$ cat src/rtl/dmem_pkg.sv
// ============================================================================
// Module      : dmem_pkg
// Description : Shared types and constants for the data-memory arbiter.
// Revision    : 1.0 - initial release
// ============================================================================
`default_nettype none

package dmem_pkg;

  localparam logic [1:0] SIZE_WORD = 2'b00;
  localparam logic [1:0] SIZE_HALF = 2'b01;
  localparam logic [1:0] SIZE_BYTE = 2'b10;
  localparam logic [1:0] SIZE_ILL  = 2'b11;

  typedef enum logic [0:0] {
    ST_IDLE = 1'b0,
    ST_RESP = 1'b1
  } state_t;

  localparam int         LANE_W     = 8;
  localparam logic [3:0] BE_WORD    = 4'b1111;
  localparam logic [3:0] BE_HALF_LO = 4'b0011;
  localparam logic [3:0] BE_HALF_HI = 4'b1100;
  localparam logic [3:0] BE_BYTE0   = 4'b0001;
  localparam logic [3:0] BE_NONE    = 4'b0000;

  typedef struct packed {
    logic        we;
    logic [31:0] addr;
    logic [1:0]  size;
    logic        uns;
    logic [31:0] wdata;
  } req_t;

endpackage

`default_nettype wire

$ cat src/rtl/dmem_arbiter_if.sv
// ============================================================================
// Module      : dmem_arbiter_if
// Description : Two-requester load/store bus plus the single-port memory bus.
// Revision    : 1.0 - initial release
// ============================================================================
`default_nettype none

interface dmem_arbiter_if #(
  parameter int ADDR_W = 12
);
  // Index N of every packed array belongs to requester port N.
  logic [1:0]        p_req;
  logic [1:0]        p_we;
  logic [1:0][31:0]  p_addr;
  logic [1:0][1:0]   p_size;
  logic [1:0]        p_uns;
  logic [1:0][31:0]  p_wdata;
  logic [1:0]        p_gnt;
  logic [1:0]        p_err;
  logic [1:0]        p_rvalid;
  logic [1:0][31:0]  p_rdata;

  logic              mem_en;
  logic [3:0]        mem_we;
  logic [ADDR_W-1:0] mem_addr;
  logic [31:0]       mem_wdata;
  logic [31:0]       mem_rdata;

  modport master (
    output p_req, p_we, p_addr, p_size, p_uns, p_wdata, mem_rdata,
    input  p_gnt, p_err, p_rvalid, p_rdata, mem_en, mem_we, mem_addr, mem_wdata
  );

  modport slave (
    input  p_req, p_we, p_addr, p_size, p_uns, p_wdata, mem_rdata,
    output p_gnt, p_err, p_rvalid, p_rdata, mem_en, mem_we, mem_addr, mem_wdata
  );

endinterface

`default_nettype wire

$ cat src/rtl/dm_lane_ctrl.sv
// ============================================================================
// Module      : dm_lane_ctrl
// Description : Byte enables, alignment check and lane replication of stores.
// Revision    : 1.0 - initial release
// ============================================================================
`default_nettype none

module dm_lane_ctrl
  import dmem_pkg::*;
(
  input  logic [1:0]  i_addr_lo,
  input  logic [1:0]  i_size,
  input  logic        i_we,
  input  logic [31:0] i_wdata,
  output logic [3:0]  o_be,
  output logic        o_misalign,
  output logic [31:0] o_wdata
);

  logic [3:0] w_be_raw;

  always_comb begin
    w_be_raw   = BE_NONE;
    o_misalign = 1'b0;
    o_wdata    = i_wdata;
    case (i_size)
      SIZE_WORD: begin
        w_be_raw   = BE_WORD;
        o_misalign = (i_addr_lo != 2'b00);
      end
      SIZE_HALF: begin
        w_be_raw   = i_addr_lo[1] ? BE_HALF_HI : BE_HALF_LO;
        o_misalign = i_addr_lo[0];
        o_wdata    = {2{i_wdata[15:0]}};
      end
      SIZE_BYTE: begin
        w_be_raw   = BE_BYTE0 << i_addr_lo;
        o_wdata    = {4{i_wdata[7:0]}};
      end
      default: begin
        o_misalign = 1'b1;
      end
    endcase
  end

  // Enables are only meaningful for a legal store; loads and errors write nothing.
  assign o_be = (i_we && !o_misalign) ? w_be_raw : BE_NONE;

endmodule

`default_nettype wire

$ cat src/rtl/dmem_arbiter.sv
// ============================================================================
// Module      : dmem_arbiter
// Description : Round-robin sharing of the data memory between MEM stage and loader.
// Revision    : 1.0 - initial release
// ============================================================================
`default_nettype none

module dmem_arbiter
  import dmem_pkg::*;
#(
  parameter int ADDR_W = 12
) (
  input  logic            clk,
  input  logic            reset_n,
  dmem_arbiter_if.slave   bus
);

  state_t           r_state;
  logic             r_rr_last;
  logic             r_rsp_port;
  logic [1:0]       r_rsp_off;
  logic [1:0]       r_rsp_size;
  logic             r_rsp_uns;
  logic [1:0][31:0] r_rdata;

  logic             w_idle;
  logic             w_win;
  logic             w_grant;
  logic             w_issue;
  logic             w_misalign;
  logic             w_rsp;
  logic [1:0]       w_gnt;
  logic [1:0]       w_rvalid;
  logic [3:0]       w_be;
  logic [31:0]      w_wdata_rep;
  logic [7:0]       w_byte;
  logic [15:0]      w_half;
  logic [31:0]      w_ext;
  req_t             w_sel;
  logic             w_unused_addr;

  // Gating with reset_n keeps grants and strobes quiet while reset is held.
  assign w_idle  = reset_n && (r_state == ST_IDLE);
  assign w_grant = w_idle && (bus.p_req != 2'b00);
  assign w_rsp   = (r_state == ST_RESP);

  always_comb begin
    if (bus.p_req == 2'b11) begin
      w_win = ~r_rr_last;
    end else begin
      w_win = bus.p_req[1];
    end
  end

  assign w_sel = '{
    we:    bus.p_we[w_win],
    addr:  bus.p_addr[w_win],
    size:  bus.p_size[w_win],
    uns:   bus.p_uns[w_win],
    wdata: bus.p_wdata[w_win]
  };

  dm_lane_ctrl u_lane_ctrl (
    .i_addr_lo  (w_sel.addr[1:0]),
    .i_size     (w_sel.size),
    .i_we       (w_sel.we),
    .i_wdata    (w_sel.wdata),
    .o_be       (w_be),
    .o_misalign (w_misalign),
    .o_wdata    (w_wdata_rep)
  );

  assign w_issue = w_grant && !w_misalign;
  assign w_gnt   = w_grant ? (w_win ? 2'b10 : 2'b01) : 2'b00;

  assign bus.p_gnt     = w_gnt;
  assign bus.p_err     = w_misalign ? w_gnt : 2'b00;
  assign bus.mem_en    = w_issue;
  assign bus.mem_we    = w_issue ? w_be : BE_NONE;
  assign bus.mem_addr  = w_sel.addr[ADDR_W+1:2];
  assign bus.mem_wdata = w_wdata_rep;

  assign w_unused_addr = ^w_sel.addr[31:ADDR_W+2];

  always_comb begin
    w_byte = bus.mem_rdata[LANE_W*r_rsp_off +: LANE_W];
    w_half = r_rsp_off[1] ? bus.mem_rdata[31:16] : bus.mem_rdata[15:0];
    case (r_rsp_size)
      SIZE_BYTE: w_ext = {{24{~r_rsp_uns & w_byte[7]}}, w_byte};
      SIZE_HALF: w_ext = {{16{~r_rsp_uns & w_half[15]}}, w_half};
      default:   w_ext = bus.mem_rdata;
    endcase
  end

  assign w_rvalid = w_rsp ? (r_rsp_port ? 2'b10 : 2'b01) : 2'b00;

  // Live extraction while valid, otherwise the last value delivered to that port.
  assign bus.p_rvalid   = w_rvalid;
  assign bus.p_rdata[0] = w_rvalid[0] ? w_ext : r_rdata[0];
  assign bus.p_rdata[1] = w_rvalid[1] ? w_ext : r_rdata[1];

  always_ff @(posedge clk or negedge reset_n) begin
    if (!reset_n) begin
      r_state    <= ST_IDLE;
      r_rr_last  <= 1'b1;
      r_rsp_port <= 1'b0;
      r_rsp_off  <= 2'b00;
      r_rsp_size <= SIZE_WORD;
      r_rsp_uns  <= 1'b0;
      r_rdata    <= '0;
    end else begin
      case (r_state)
        ST_IDLE: begin
          if (w_grant) begin
            r_rr_last <= w_win;
            if (!w_sel.we && !w_misalign) begin
              r_rsp_port <= w_win;
              r_rsp_off  <= w_sel.addr[1:0];
              r_rsp_size <= w_sel.size;
              r_rsp_uns  <= w_sel.uns;
              r_state    <= ST_RESP;
            end
          end
        end
        ST_RESP: begin
          r_rdata[r_rsp_port] <= w_ext;
          r_state             <= ST_IDLE;
        end
        default: r_state <= ST_IDLE;
      endcase
    end
  end

endmodule

`default_nettype wire

$ cat src/flat_wrapper.sv
// flat-port wrapper written by rule: the top's interface ports become plain ports
module dmem_arbiter_flat import dmem_pkg::*;
#(
  parameter int ADDR_W = 12
)
  (clk, reset_n, bus_p_req, bus_p_we, bus_p_addr, bus_p_size, bus_p_uns, bus_p_wdata, bus_mem_rdata, bus_p_gnt, bus_p_err, bus_p_rvalid, bus_p_rdata, bus_mem_en, bus_mem_we, bus_mem_addr, bus_mem_wdata);
  dmem_arbiter_if #(.ADDR_W(ADDR_W)) bus_i ();
  input  logic clk;
  input  logic reset_n;
  input wire logic [$bits(bus_i.p_req)-1:0] bus_p_req;
  input wire logic [$bits(bus_i.p_we)-1:0] bus_p_we;
  input wire logic [$bits(bus_i.p_addr)-1:0] bus_p_addr;
  input wire logic [$bits(bus_i.p_size)-1:0] bus_p_size;
  input wire logic [$bits(bus_i.p_uns)-1:0] bus_p_uns;
  input wire logic [$bits(bus_i.p_wdata)-1:0] bus_p_wdata;
  input wire logic [$bits(bus_i.mem_rdata)-1:0] bus_mem_rdata;
  output wire logic [$bits(bus_i.p_gnt)-1:0] bus_p_gnt;
  output wire logic [$bits(bus_i.p_err)-1:0] bus_p_err;
  output wire logic [$bits(bus_i.p_rvalid)-1:0] bus_p_rvalid;
  output wire logic [$bits(bus_i.p_rdata)-1:0] bus_p_rdata;
  output wire logic [$bits(bus_i.mem_en)-1:0] bus_mem_en;
  output wire logic [$bits(bus_i.mem_we)-1:0] bus_mem_we;
  output wire logic [$bits(bus_i.mem_addr)-1:0] bus_mem_addr;
  output wire logic [$bits(bus_i.mem_wdata)-1:0] bus_mem_wdata;
  assign bus_i.p_req = bus_p_req;
  assign bus_i.p_we = bus_p_we;
  assign bus_i.p_addr = bus_p_addr;
  assign bus_i.p_size = bus_p_size;
  assign bus_i.p_uns = bus_p_uns;
  assign bus_i.p_wdata = bus_p_wdata;
  assign bus_i.mem_rdata = bus_mem_rdata;
  assign bus_p_gnt = bus_i.p_gnt;
  assign bus_p_err = bus_i.p_err;
  assign bus_p_rvalid = bus_i.p_rvalid;
  assign bus_p_rdata = bus_i.p_rdata;
  assign bus_mem_en = bus_i.mem_en;
  assign bus_mem_we = bus_i.mem_we;
  assign bus_mem_addr = bus_i.mem_addr;
  assign bus_mem_wdata = bus_i.mem_wdata;
  dmem_arbiter #(.ADDR_W(ADDR_W)) u_core (.clk(clk), .reset_n(reset_n), .bus(bus_i));
endmodule
$ cat config.mk
export PLATFORM = sky130hd
export DESIGN_NAME = dmem_arbiter_flat
export DESIGN_NICKNAME = d
export VERILOG_FILES = /design/src/rtl/dmem_pkg.sv /design/src/rtl/dmem_arbiter_if.sv /design/src/rtl/dm_lane_ctrl.sv /design/src/rtl/dmem_arbiter.sv /design/src/flat_wrapper.sv
export SDC_FILE = /design/constraint.sdc
export NUM_CORES = 1
export LEC_CHECK = 0
export ABC_AREA = 1
export CAP_MARGIN = 15
export CORE_UTILIZATION = 30
export CTS_BUF_LIST = sky130_fd_sc_hd__clkbuf_4 sky130_fd_sc_hd__clkbuf_8
export DETAILED_ROUTE_END_ITERATION = 16
export PLACE_DENSITY = 0.68
export SLEW_MARGIN = 10
export SYNTH_ARGS = -nofsm -noshare
export SYNTH_HDL_FRONTEND = slang
export SYNTH_HIERARCHICAL = 1
export SYNTH_SLANG_ARGS = --single-unit
$ cat constraint.sdc
create_clock -name clk -period 3.1 [get_ports clk]
set_input_delay 0.62 -clock clk [delete_from_list [all_inputs] [get_ports clk]]
set_output_delay 0.62 -clock clk [all_outputs]
set_load 0.005 [all_outputs]
# ---- Word level (Yosys, flattened, before mapping)
# Cells that the tools add are included.
dict set report op_classes {
  magnitude_cmp 3
  n_eq_ne 5
  shifts 2
  n_mux 32
  bitwise 5
  n_reduce_logical 13
}
# cell n
set ops {}
lappend ops {{$mux 32} 5}
lappend ops {{$pmux 32 s2} 2}
lappend ops {{$bwmux 64} 1}
lappend ops {{$demux 32 s1} 1}
lappend ops {{$shiftx 32x6->8} 1}
lappend ops {{$mux 14} 2}
lappend ops {{$mux 16} 1}
lappend ops {{$mux 2} 7}
lappend ops {{$mux 4} 3}
lappend ops {{$pmux 4 s3} 1}
lappend ops {{$mux 1} 7}
lappend ops {{$eq 2x2->1 const B} 3}
lappend ops {{$logic_and 1x1->1} 6}
lappend ops {{$eq 2x1->1 const B} 2}
lappend ops {{$lt 1x2->1 const B} 2}
lappend ops {{$reduce_bool 2->1} 2}
lappend ops {{$shl 1x2->4 const A} 1}
lappend ops {{$not 1->1} 3}
lappend ops {{$pmux 1 s3} 1}
lappend ops {{$reduce_and 3->1} 1}
lappend ops {{$and 1x1->1} 2}
lappend ops {{$logic_not 1->1} 2}
lappend ops {{$logic_not 2->1} 1}
lappend ops {{$pmux 1 s2} 1}
lappend ops {{other kinds (2)} 2}
dict set report totals {
  reg_bits 72
  input_bits 172
  out_inout_bits 119
  wordCells 68
}

# ---- Longest topological paths before layout
# Gate-level depths: netlist of run 1.
dict set report depth {
  word_depth 11
  mapped_depth 16
  depth_no_buf 14
}

# ---- Hierarchy
# Netlist of run 1, hierarchy kept.
# mod instances cells_each area_each_um2 seq_area_each_um2
set modules_own_cells {}
lappend modules_own_cells {dmem_arbiter 1 669 4226.6 1803.0}
lappend modules_own_cells {dm_lane_ctrl 1 126 581.8 0.0}

# ---- Worst setup path after synthesis of run 1
# OpenSTA, ideal clock, no wires.
dict set report synth_timing {
  kind {input to output}
  start {input port bus_p_req[0]}
  end {output port bus_mem_we[0]}
  arrival_time_ns 2.004
  required_time_ns 2.480
  path_slack_ns 0.476
  stages 13
  path_cell_list {nand2_1 -> nand2_1 -> buf_2 -> inv_2 -> nand2_1 -> nand2_1 -> inv_1 -> ha_1 -> a21oi_1 -> nand2_1 -> nor2_1 -> inv_1 -> nor2_1}
}
# element line_no
set synth_rtl {}
lappend synth_rtl {{start, declared} flat_wrapper.sv:10} ;# input wire logic [$bits(bus_i.p_req)-1:0] bus_p_req;
lappend synth_rtl {{end, declared} flat_wrapper.sv:22} ;# output wire logic [$bits(bus_i.mem_we)-1:0] bus_mem_we;

# ---- Worst setup path in the final report of run 1
dict set report layout_timing {
  start {input port bus_mem_rdata[23]}
  end {output port bus_p_rdata[26]}
}
dict set report layout_between {
  elab_chain_cells 4
}
# element line_no
set layout_lines {}
lappend layout_lines {{start, declared} flat_wrapper.sv:16} ;# input wire logic [$bits(bus_i.mem_rdata)-1:0] bus_mem_rdata;
lappend layout_lines {{$shiftx 32x6->8} dmem_arbiter.sv:86} ;# w_byte = bus.mem_rdata[LANE_W*r_rsp_off +: LANE_W];
lappend layout_lines {{$and 1x1->1} dmem_arbiter.sv:89} ;# SIZE_BYTE: w_ext = {{24{~r_rsp_uns & w_byte[7]}}, w_byte};
lappend layout_lines {{$pmux 32 s2} dmem_arbiter.sv:88} ;# case (r_rsp_size)
lappend layout_lines {{$mux 32} dmem_arbiter.sv:99} ;# assign bus.p_rdata[0] = w_rvalid[0] ? w_ext : r_rdata[0];
lappend layout_lines {{end, declared} flat_wrapper.sv:20} ;# output wire logic [$bits(bus_i.p_rdata)-1:0] bus_p_rdata;
# No other way between the ends.

==> results of run 1 <==
[flip-flops by register name, summed over array words and instances, names as in the netlist]
| name | count |
|---|---|
| u_core/r_rsp_port | 1 |
| u_core/r_rsp_off | 2 |
| u_core/r_rr_last | 1 |
| u_core/r_rdata | 64 |
| u_core/r_rsp_uns | 1 |
| u_core/r_state | 1 |
| u_core/r_rsp_size | 2 |
[cell type report]
| class | instances | share of cell area (%) |
|---|---|---|
| sequential | 72 | 22.1 |
| tap | 211 | 3.24 |
| timing repair buffer | 311 | 36.8 |
| clock inverter | 6 | 1.14 |
| multi-input combinational | 616 | 32.6 |
| clock buffer | 10 | 1.61 |
| inverter | 52 | 2.50 |
[cells by family after synthesis]
kind of cell               synth area share (%)
adders and majority gates                  1.56
and+or+nand+nor                            45.5
buffers and inverters                      10.6
DFF                                        37.5
AOI/OAI and AO/OA                          4.79
[power by group through the flow]
| stage | Sequential, mW | Combinational, mW | Clock (mW) |
|---|---|---|---|
| CTS | 1.53 | 3.38 | 0.862 |
| global placement | 1.53 | 3.33 | 0 |
| finish | 1.54 | 3.44 | 0.850 |
| global route | 1.58 | 3.81 | 0.901 |
| detailed placement | 1.54 | 3.35 | 0 |
| floorplan | 1.50 | 1.60 | 0 |
[cell usage after synthesis, drive strengths merged]
library cell	instances
a21oi	11
inv	51
dfrtp	71
clkinv	1
dfstp	1
o21ai	32
nor3	2
nand2	519
nor2	22
ha	6
nand3	22
clkbuf	18
buf	37
o21bai	1
or2	1
[what timing repair did]
item	CTS	global route
pin swaps	5	7
gates resized for setup	66	60
buffers inserted	5	2
setup endpoints to repair	58	90
[per-layer routing]
| layer | vias up | global-route usage, % |
|---|---|---|
| li1 | 2916 | - |
| met1 | 2659 | 26.7 |
| met2 | 240 | 40.9 |
| met3 | 30 | 6.40 |
| met4 | 0 | 7.61 |
| met5 | - | 0 |
[stage by stage]
step                      power [mW]  TNS, ns  instance area, sq um
after CTS                       5.77        0                  8000
after global routing            6.28   -0.264                  8150
final                           5.83        0                  8150
after global placement          4.86   -13.91                  7700
after floorplan                 3.10        0                  4810
after detailed placement        4.89   -15.27                  7700
[worst reg2reg max path: stages, from the launching register on]
cell and delay, ns:
dfstp_2 0.56, nand2_2 0.06, nand2_4 0.10, inv_4 0.05, nand2_1 0.06, nand2_2 0.07
buf_6 0.13, ha_2 0.18, a21oi_4 0.14, nand2_2 0.10, nor2_4 0.12, buf_4 0.13
nand2_1 0.11, inv_2 0.15, nand2_1 0.07, o21ai_0 0.07
[worst min path at each step]
stage | from | endpoint | slack [ns] | cells after the start
2_1_floorplan | reset_n | u_core/r_rdata[0] | 0.32 | 0
3_3_place_gp | u_core/r_rdata[52] | u_core/r_rdata[52] | 0.46 | 2
3_5_place_dp | u_core/r_rdata[35] | u_core/r_rdata[35] | 0.46 | 2
4_1_cts | reset_n | u_core/r_rdata[38] | 0.24 | 2
5_1_grt | reset_n | u_core/r_rdata[38] | 0.26 | 2
6_report | reset_n | u_core/r_rdata[37] | 0.25 | 2
==> results.txt, run 1 <==
----------------------------------------------------
[Outcome]
  Run status ... finished, final reports clean

[Layout]
  Final #Nets ... 1,240
  Final Instance Count excl. Fillers ... 1,278
  Area delta synth->final ... 69.4%
  Count of fill cells added during filler insertion ... 1,554
  Ratio of cells with drive above 1 in the final layout ... 12.7%
  Sequential cell area in the final layout ... 1800 sq um
  Final core utilization ... 52.8%
  Highest-count cells in the layout ignoring fill and taps ... 494 x nand2_1, 200 x clkdlybuf4s50_1, 71 x dfrtp_1, 48 x buf_4, 41 x inv_1
  Most common cell after layout, fill and taps aside ... nand2_1
  # diodes ... 0
  Total area of multi-input combinational cells ... 2650 sq um

[Detailed routing]
  Post-detailed-route DRC marker count ... 0
  1st-iter DRT viols ... 332
  DR WL met3 ... 1730 microns
  Number of vias per cell after detailed routing ... 4.57
  Antenna-violating nets left ... 0
  Met2 WL ... 9550 microns
  Routed vias ... 5,845
  Routed wire length per instance ... 15.0 microns
  Wire length after detailed routing ... 19,200 microns
  Highest Signal Layer ... met4
  Pre-antenna DRT Iters ... 5
  DRT met1 WL ... 7550 microns

[Place]
  Post-placement setup slack ... -0.614 ns
  Detail Placement HPWL ... 14,600 microns
  Cell Count Post-Placement ... 1,255
  Final GP Congestion ... 0.883
  Number of buffers inserted by port buffering ... 254

[Setup path]
  Destination of the critical timing path ... bus_p_rdata[26]
  Origin of the critical flop-to-flop path ... u_core/r_rr_last
  Endpoint type of the worst setup path ... output pin
  Slowest Stage Delay on Critical Path ... 0.51 ns
  Worst path slowest cell ... clkdlybuf4s50_1
  Crit path launch ... bus_mem_rdata[23]
  Logic depth of the worst path, buffers included ... 11
  Sequence of cells on the critical path ... clkdlybuf4s50_1, nand2_1, nand2_2, nand2_2, nand3_1, nand2_2, buf_12, nand2_2, nand2_1, nand2_1, clkdlybuf4s50_1
  Critical Path AT ... 2.44 ns
  Worst reg-to-reg setup slack ... 0.94 ns
  Crit path top cell by count ... nand2_2
  Worst setup path category ... input pin to output pin
  Buffers and inverters on the worst path ... 3
  Startpoint type of the worst setup path ... input pin
  Largest fanout of any net on the critical path ... 15
  Reg-to-reg critical path endpoint ... u_core/r_rsp_off[1]
  Cell count of the worst reg-to-reg path ... 15
  Required time at the endpoint of the critical path ... 2.48 ns
  Crit-path leading delay family ... buffers and inverters

[Logic synthesis]
  Share of the yosys chip area belonging to registers ... 37.5%
  Area of the mapped netlist ... 4810 sq um
  Fraction of synthesized cell area taken by the top area cell type ... 39.5%
  Cell type with the largest total area after synthesis ... nand2_1
  Post-synthesis sequential element count ... 72
  Instance count of the mapped netlist ... 795
  Post-synthesis net count ... 973
  Yosys cell types ... 22
  Post-Syn Area per Cell ... 6.05 sq um
  Cells taking the most area after synthesis ... nand2_1 40%, dfrtp_1 37%, buf_4 3.7%
  Synth warn ... 6

[Clocking]
  Total number of clock tree sinks ... 72
  Insertion delay to the later sink of the worst-skew pair ... 0.36 ns
  Maximum level of the CTS H-tree ... 3
  Clock Tree Root ... clkbuf_8
  CTS hold repair buffers ... 0
  Inserted Clock Buffers ... 9
  Maximum root-to-sink buffer count ... 2
  CTS tree ... done
  Clock transition at the register clock pins on the worst setup and hold paths after CTS ... 0.09 ns

[Timing]
  Tcrit/Tclk final ... 98.6%
  Slew at the pin closest to its max-slew limit ... 0.757 ns
  Fin worst setup slack ... 0.0419 ns
  Maximum clock skew at final layout ... 0.0106 ns
  Worst slew margin ... 49.5%
  Number of failing setup endpoints in the final timing report ... 0
  Hold slack final ... 0.248 ns
  Max Clk Rate ... 327 MHz
  Count of pins over their slew limit ... 0
  Final Critical Period ... 3.06 ns
  Unrepaired setup endpoints after global routing ... yes
  Number of endpoints with negative hold slack in the final report ... 0

[Power and ir drop]
  Sequential share of power ... 26.4%
  Internal power ... 3.55 mW
  VDD IR-drop max ... 0.271 mV
  Fraction of power consumed by combinational cells ... 59.1%
  Net Sw Power ... 2.28 mW
  Total power per unit cell area ... 715 nW/um^2
  Leak Pwr ... 4.54 nW
  Clock share of power ... 14.6%
  Switching part of the total power ... 39.1%

[Floorplan]
  DIE HEIGHT ... 129 microns
  Placeable core region ... 15,400 sq um
  # IOs ... 291
  Initial core utilization ... 31.2%
  Overall die area ... 16,500 sq um
  Horizontal die dimension ... 129 microns
  Cell row count ... 45

[Global route]
  Via count of the first global-routing pass ... 5,656
  Sum of overflow across all layers after global routing ... 0
  Number of antenna violations at the first check in global routing ... 0
  Global-route wire length before repair ... 29,200 microns
  Total track usage ... 23.1%
  Largest net degree at the start of global routing ... 59

[Job]
  Max-cap viol count ... 0

[Hold path]
  Hold Path Class ... input pin to async pin

----------------------------------------------------
Note: power is estimated with default switching activity, not from simulation.
==> run 2: changes to the inputs <==
--- a/config.mk
+++ b/config.mk
@@ -5,12 +5,12 @@
 export SDC_FILE = /design/constraint.sdc
 export NUM_CORES = 1
 export LEC_CHECK = 0
-export ABC_AREA = 1
 export CAP_MARGIN = 15
+export CORE_MARGIN = 3
 export CORE_UTILIZATION = 30
 export CTS_BUF_LIST = sky130_fd_sc_hd__clkbuf_4 sky130_fd_sc_hd__clkbuf_8
 export DETAILED_ROUTE_END_ITERATION = 16
-export PLACE_DENSITY = 0.68
+export PLACE_DENSITY = 0.69
 export SLEW_MARGIN = 10
 export SYNTH_ARGS = -nofsm -noshare
 export SYNTH_HDL_FRONTEND = slang
==> results.txt, run 2 <==
----------------------------------------------------
[Layout]
  Ratio of cells with drive above 1 in the final layout ... 33.2% (+20 points)
  Count of fill cells added during filler insertion ... 1,288 (-17%)
  Most common cell after layout, fill and taps aside ... clkdlybuf4s50_1
  # diodes ... 0 (unchanged)
  Largest register by flop count ... u_core/r_rdata
  Area delta synth->final ... 80.2%
  Highest-count cells in the layout ignoring fill and taps ... 158 x clkdlybuf4s50_1, 77 x buf_4, 69 x dfrtp_1, 66 x dlygate4sd2_1, 66 x nor2_1
  Final #Nets ... 981 (-21%)
  Number of flip-flops under the largest register name ... 64 (unchanged)
  Registers with the most flip-flops ... u_core/r_rdata x64, u_core/r_rsp_off x2, u_core/r_rsp_size x2

[Global route]
  Global-route wire length before repair ... 28,200 microns (-3.3%)
  Total track usage ... 21.2% (-1.9 points)
  Via count of the first global-routing pass ... 5,455 (-3.6%)
  Sum of overflow across all layers after global routing ... 0 (unchanged)
  Number of antenna violations at the first check in global routing ... 0 (unchanged)
  Largest net degree at the start of global routing ... 73 (+24%)

[Logic synthesis]
  Fraction of synthesized cell area taken by the top area cell type ... 38.4% (-1.1 points)
  Post-Syn Area per Cell ... 9.24 sq um (+53%)
  Fraction of synthesis flops using an asynchronous set or reset pin ... 100% (unchanged)
  Yosys cell types ... 42 (+91%)
  Cells taking the most area after synthesis ... dfrtp_1 38%, mux2_2 15%, a21oi_1 7.1%
  Primary FF master, synth ... dfrtp_1
  Post-synthesis net count ... 679 (-30%)
  Post-synth EDFFs ... 0 (unchanged)
  Cell type with the largest total area after synthesis ... dfrtp_1
  Synth warn ... 6 (unchanged)
  Share of the yosys chip area belonging to registers ... 38.9% (+1.4 points)
  Instance count of the mapped netlist ... 501 (-37%)
  Post-synthesis sequential element count ... 72 (unchanged)
  Synth top cells by count ... 71 x dfrtp_1, 71 x nor2_1, 66 x a21oi_1, 60 x mux2_2, 43 x nand2_1
  Area of the mapped netlist ... 4630 sq um (-3.7%)

[Setup path]
  Endpoint type of the worst setup path ... output pin
  Startpoint type of the worst setup path ... flop
  Required time at the endpoint of the critical path ... 2.48 ns (about the same)
  Largest fanout of any net on the critical path ... 8 (-7)
  Worst setup path category ... flop to output pin
  Critical Path AT ... 2.52 ns (+0.08 ns)

[Timing]
  Max Clk Rate ... 319 MHz (-2.5%)
  Count of pins over their slew limit ... 0 (unchanged)
  Tcrit/Tclk final ... 101% (+2.5 points)
  Worst slew margin ... 38.8% (-11 points)
  Final Critical Period ... 3.14 ns (+0.0785 ns)
  Number of endpoints with negative hold slack in the final report ... 0 (unchanged)
  Unrepaired setup endpoints after global routing ... yes
  Maximum clock skew at final layout ... 0.00983 ns (-0.000790 ns)
  Slew at the pin closest to its max-slew limit ... 0.917 ns (+0.160 ns)
  Fin worst setup slack ... -0.0366 ns (-0.0785 ns)
  Hold slack final ... 0.506 ns (+0.258 ns)
  Number of failing setup endpoints in the final timing report ... 4 (+4)

[Detailed routing]
  Post-detailed-route DRC marker count ... 0 (unchanged)
  Routed vias ... 5,187 (-11%)
  Routed wire length per instance ... 19.0 microns (+26%)
  Pre-antenna DRT Iters ... 5 (unchanged)
  Wire length after detailed routing ... 18,800 microns (-2.1%)
  Antenna-violating nets left ... 0 (unchanged)
  1st-iter DRT viols ... 301 (-9.3%)
  Number of vias per cell after detailed routing ... 5.23 (+14%)

[Clocking]
  Maximum level of the CTS H-tree ... 3 (unchanged)
  Clock transition at the register clock pins on the worst setup and hold paths after CTS ... 0.08 ns (about the same)
  Total number of clock tree sinks ... 72 (unchanged)
  Maximum root-to-sink buffer count ... 2 (unchanged)
  Clock Tree Root ... clkbuf_8
  CTS tree ... done
  Inserted Clock Buffers ... 9 (unchanged)
  Insertion delay to the later sink of the worst-skew pair ... 0.37 ns (about the same)
  CTS hold repair buffers ... 0 (unchanged)

[Floorplan]
  Placeable core region ... 14,800 sq um (-4.0%)
  Horizontal die dimension ... 130 microns (+1.3%)
  # IOs ... 291 (unchanged)
  Initial core utilization ... 31.3% (+0.093 points)
  Cell row count ... 44 (-2.2%)
  DIE HEIGHT ... 130 microns (+1.3%)
  Overall die area ... 17,000 sq um (+2.5%)

[Place]
  Detail Placement HPWL ... 14,200 microns (-2.7%)
  Final GP Congestion ... 0.861 (-2.5%)
  Post-placement setup slack ... -0.838 ns (-0.223 ns)
  Number of buffers inserted by port buffering ... 254 (unchanged)

[Power and ir drop]
  Leak Pwr ... 3.75 nW (-17%)
  VDD IR-drop max ... 0.288 mV (+5.9%)
  Final Total Pwr ... 5.98 mW (+2.6%)
  Total power per unit cell area ... 717 nW/um^2 (+0.22%)

[Hold path]
  Hold Path Class ... input pin to async pin

[Outcome]
  Run status ... finished with violations
  Failing checks ... negative setup slack

[Job]
  Max-cap viol count ... 0 (unchanged)

----------------------------------------------------
## run 2: per-stage QoR
step | setup TNS [ns] | area, sq um | util [%] | cells
after floorplan | 0 | 4630 | - | 501
after global placement | -41.36 | 7540 | 50.9 | 949
after detailed placement | -44.72 | 7540 | 50.9 | 949
after CTS | -0.0401 | 8170 | 55.1 | 982
after global routing | -0.532 | 8340 | 56.3 | 992
final | -0.0531 | 8340 | 56.3 | 992
## run 2: worst paths after layout
check | from | endpoint | slack [ns] | cells after the start
setup / recovery | u_core/r_rsp_size[1] | bus_p_rdata[39] | -0.04 | 6
hold / removal | reset_n | u_core/r_rdata[32] | 0.51 | 2
setup reg to reg | u_core/r_rr_last | u_core/r_rsp_size[0] | 0.49 | 12
hold reg to reg | u_core/r_rdata[57] | u_core/r_rdata[57] | 0.52 | 2
max in group asynchronous | reset_n | u_core/r_rsp_off[1] | 1.96 | 2
min in group clk | u_core/r_rdata[57] | u_core/r_rdata[57] | 0.52 | 2
## run 2: kinds of logic after synthesis
| logic type | share of synthesized area (%) |
|---|---|
| mux | 15.9 |
| fa+ha+maj | 1.62 |
| buf+inv | 8.62 |
| simple gates | 13.6 |
| flops | 38.9 |
| compound gates | 21.2 |
## run 2: power breakdown
part | total, mW | internal (mW) | switching (mW)
clock network | 0.769 | 0.380 | 0.390
logic | 3.65 | 1.91 | 1.74
registers | 1.56 | 1.39 | 0.173
## run 2: cell type report
type / count / area [sq um] / area share, %
sequential: 72 / 1810 / 21.6
clock inverter: 7 / 78.8 / 0.945
tap: 184 / 230 / 2.76
timing repair buffer: 343 / 3200 / 38.4
multi-input combinational: 356 / 2810 / 33.7
clock buffer: 9 / 124 / 1.49
inverter: 21 / 90.1 / 1.08
## run 2: routing by layer
layer  up-vias  share of wire, %  routed length (microns)  global-route usage, %
met4         0               2.2                      405                   6.48
li1       2386                 -                        -                      -
met5         -                 0                        0                      0
met1      2476                37                     7000                   23.8
met2       292                52                     9770                   39.3
met3        33               8.8                     1650                   5.28
## run 2: worst max-delay path: stages (launching register included)
cell and delay (ns):
dfrtp_1 0.38, buf_4 0.15, ha_4 0.25, o311a_1 0.38, a311oi_2 0.41, a21oi_2 0.13, clkdlybuf4s50_1 0.46
## run 2: repair_timing
item,CTS,global route
setup endpoints to repair,109,34
pin swaps,14,16
setup buffers,17,10
resized for setup,188,54
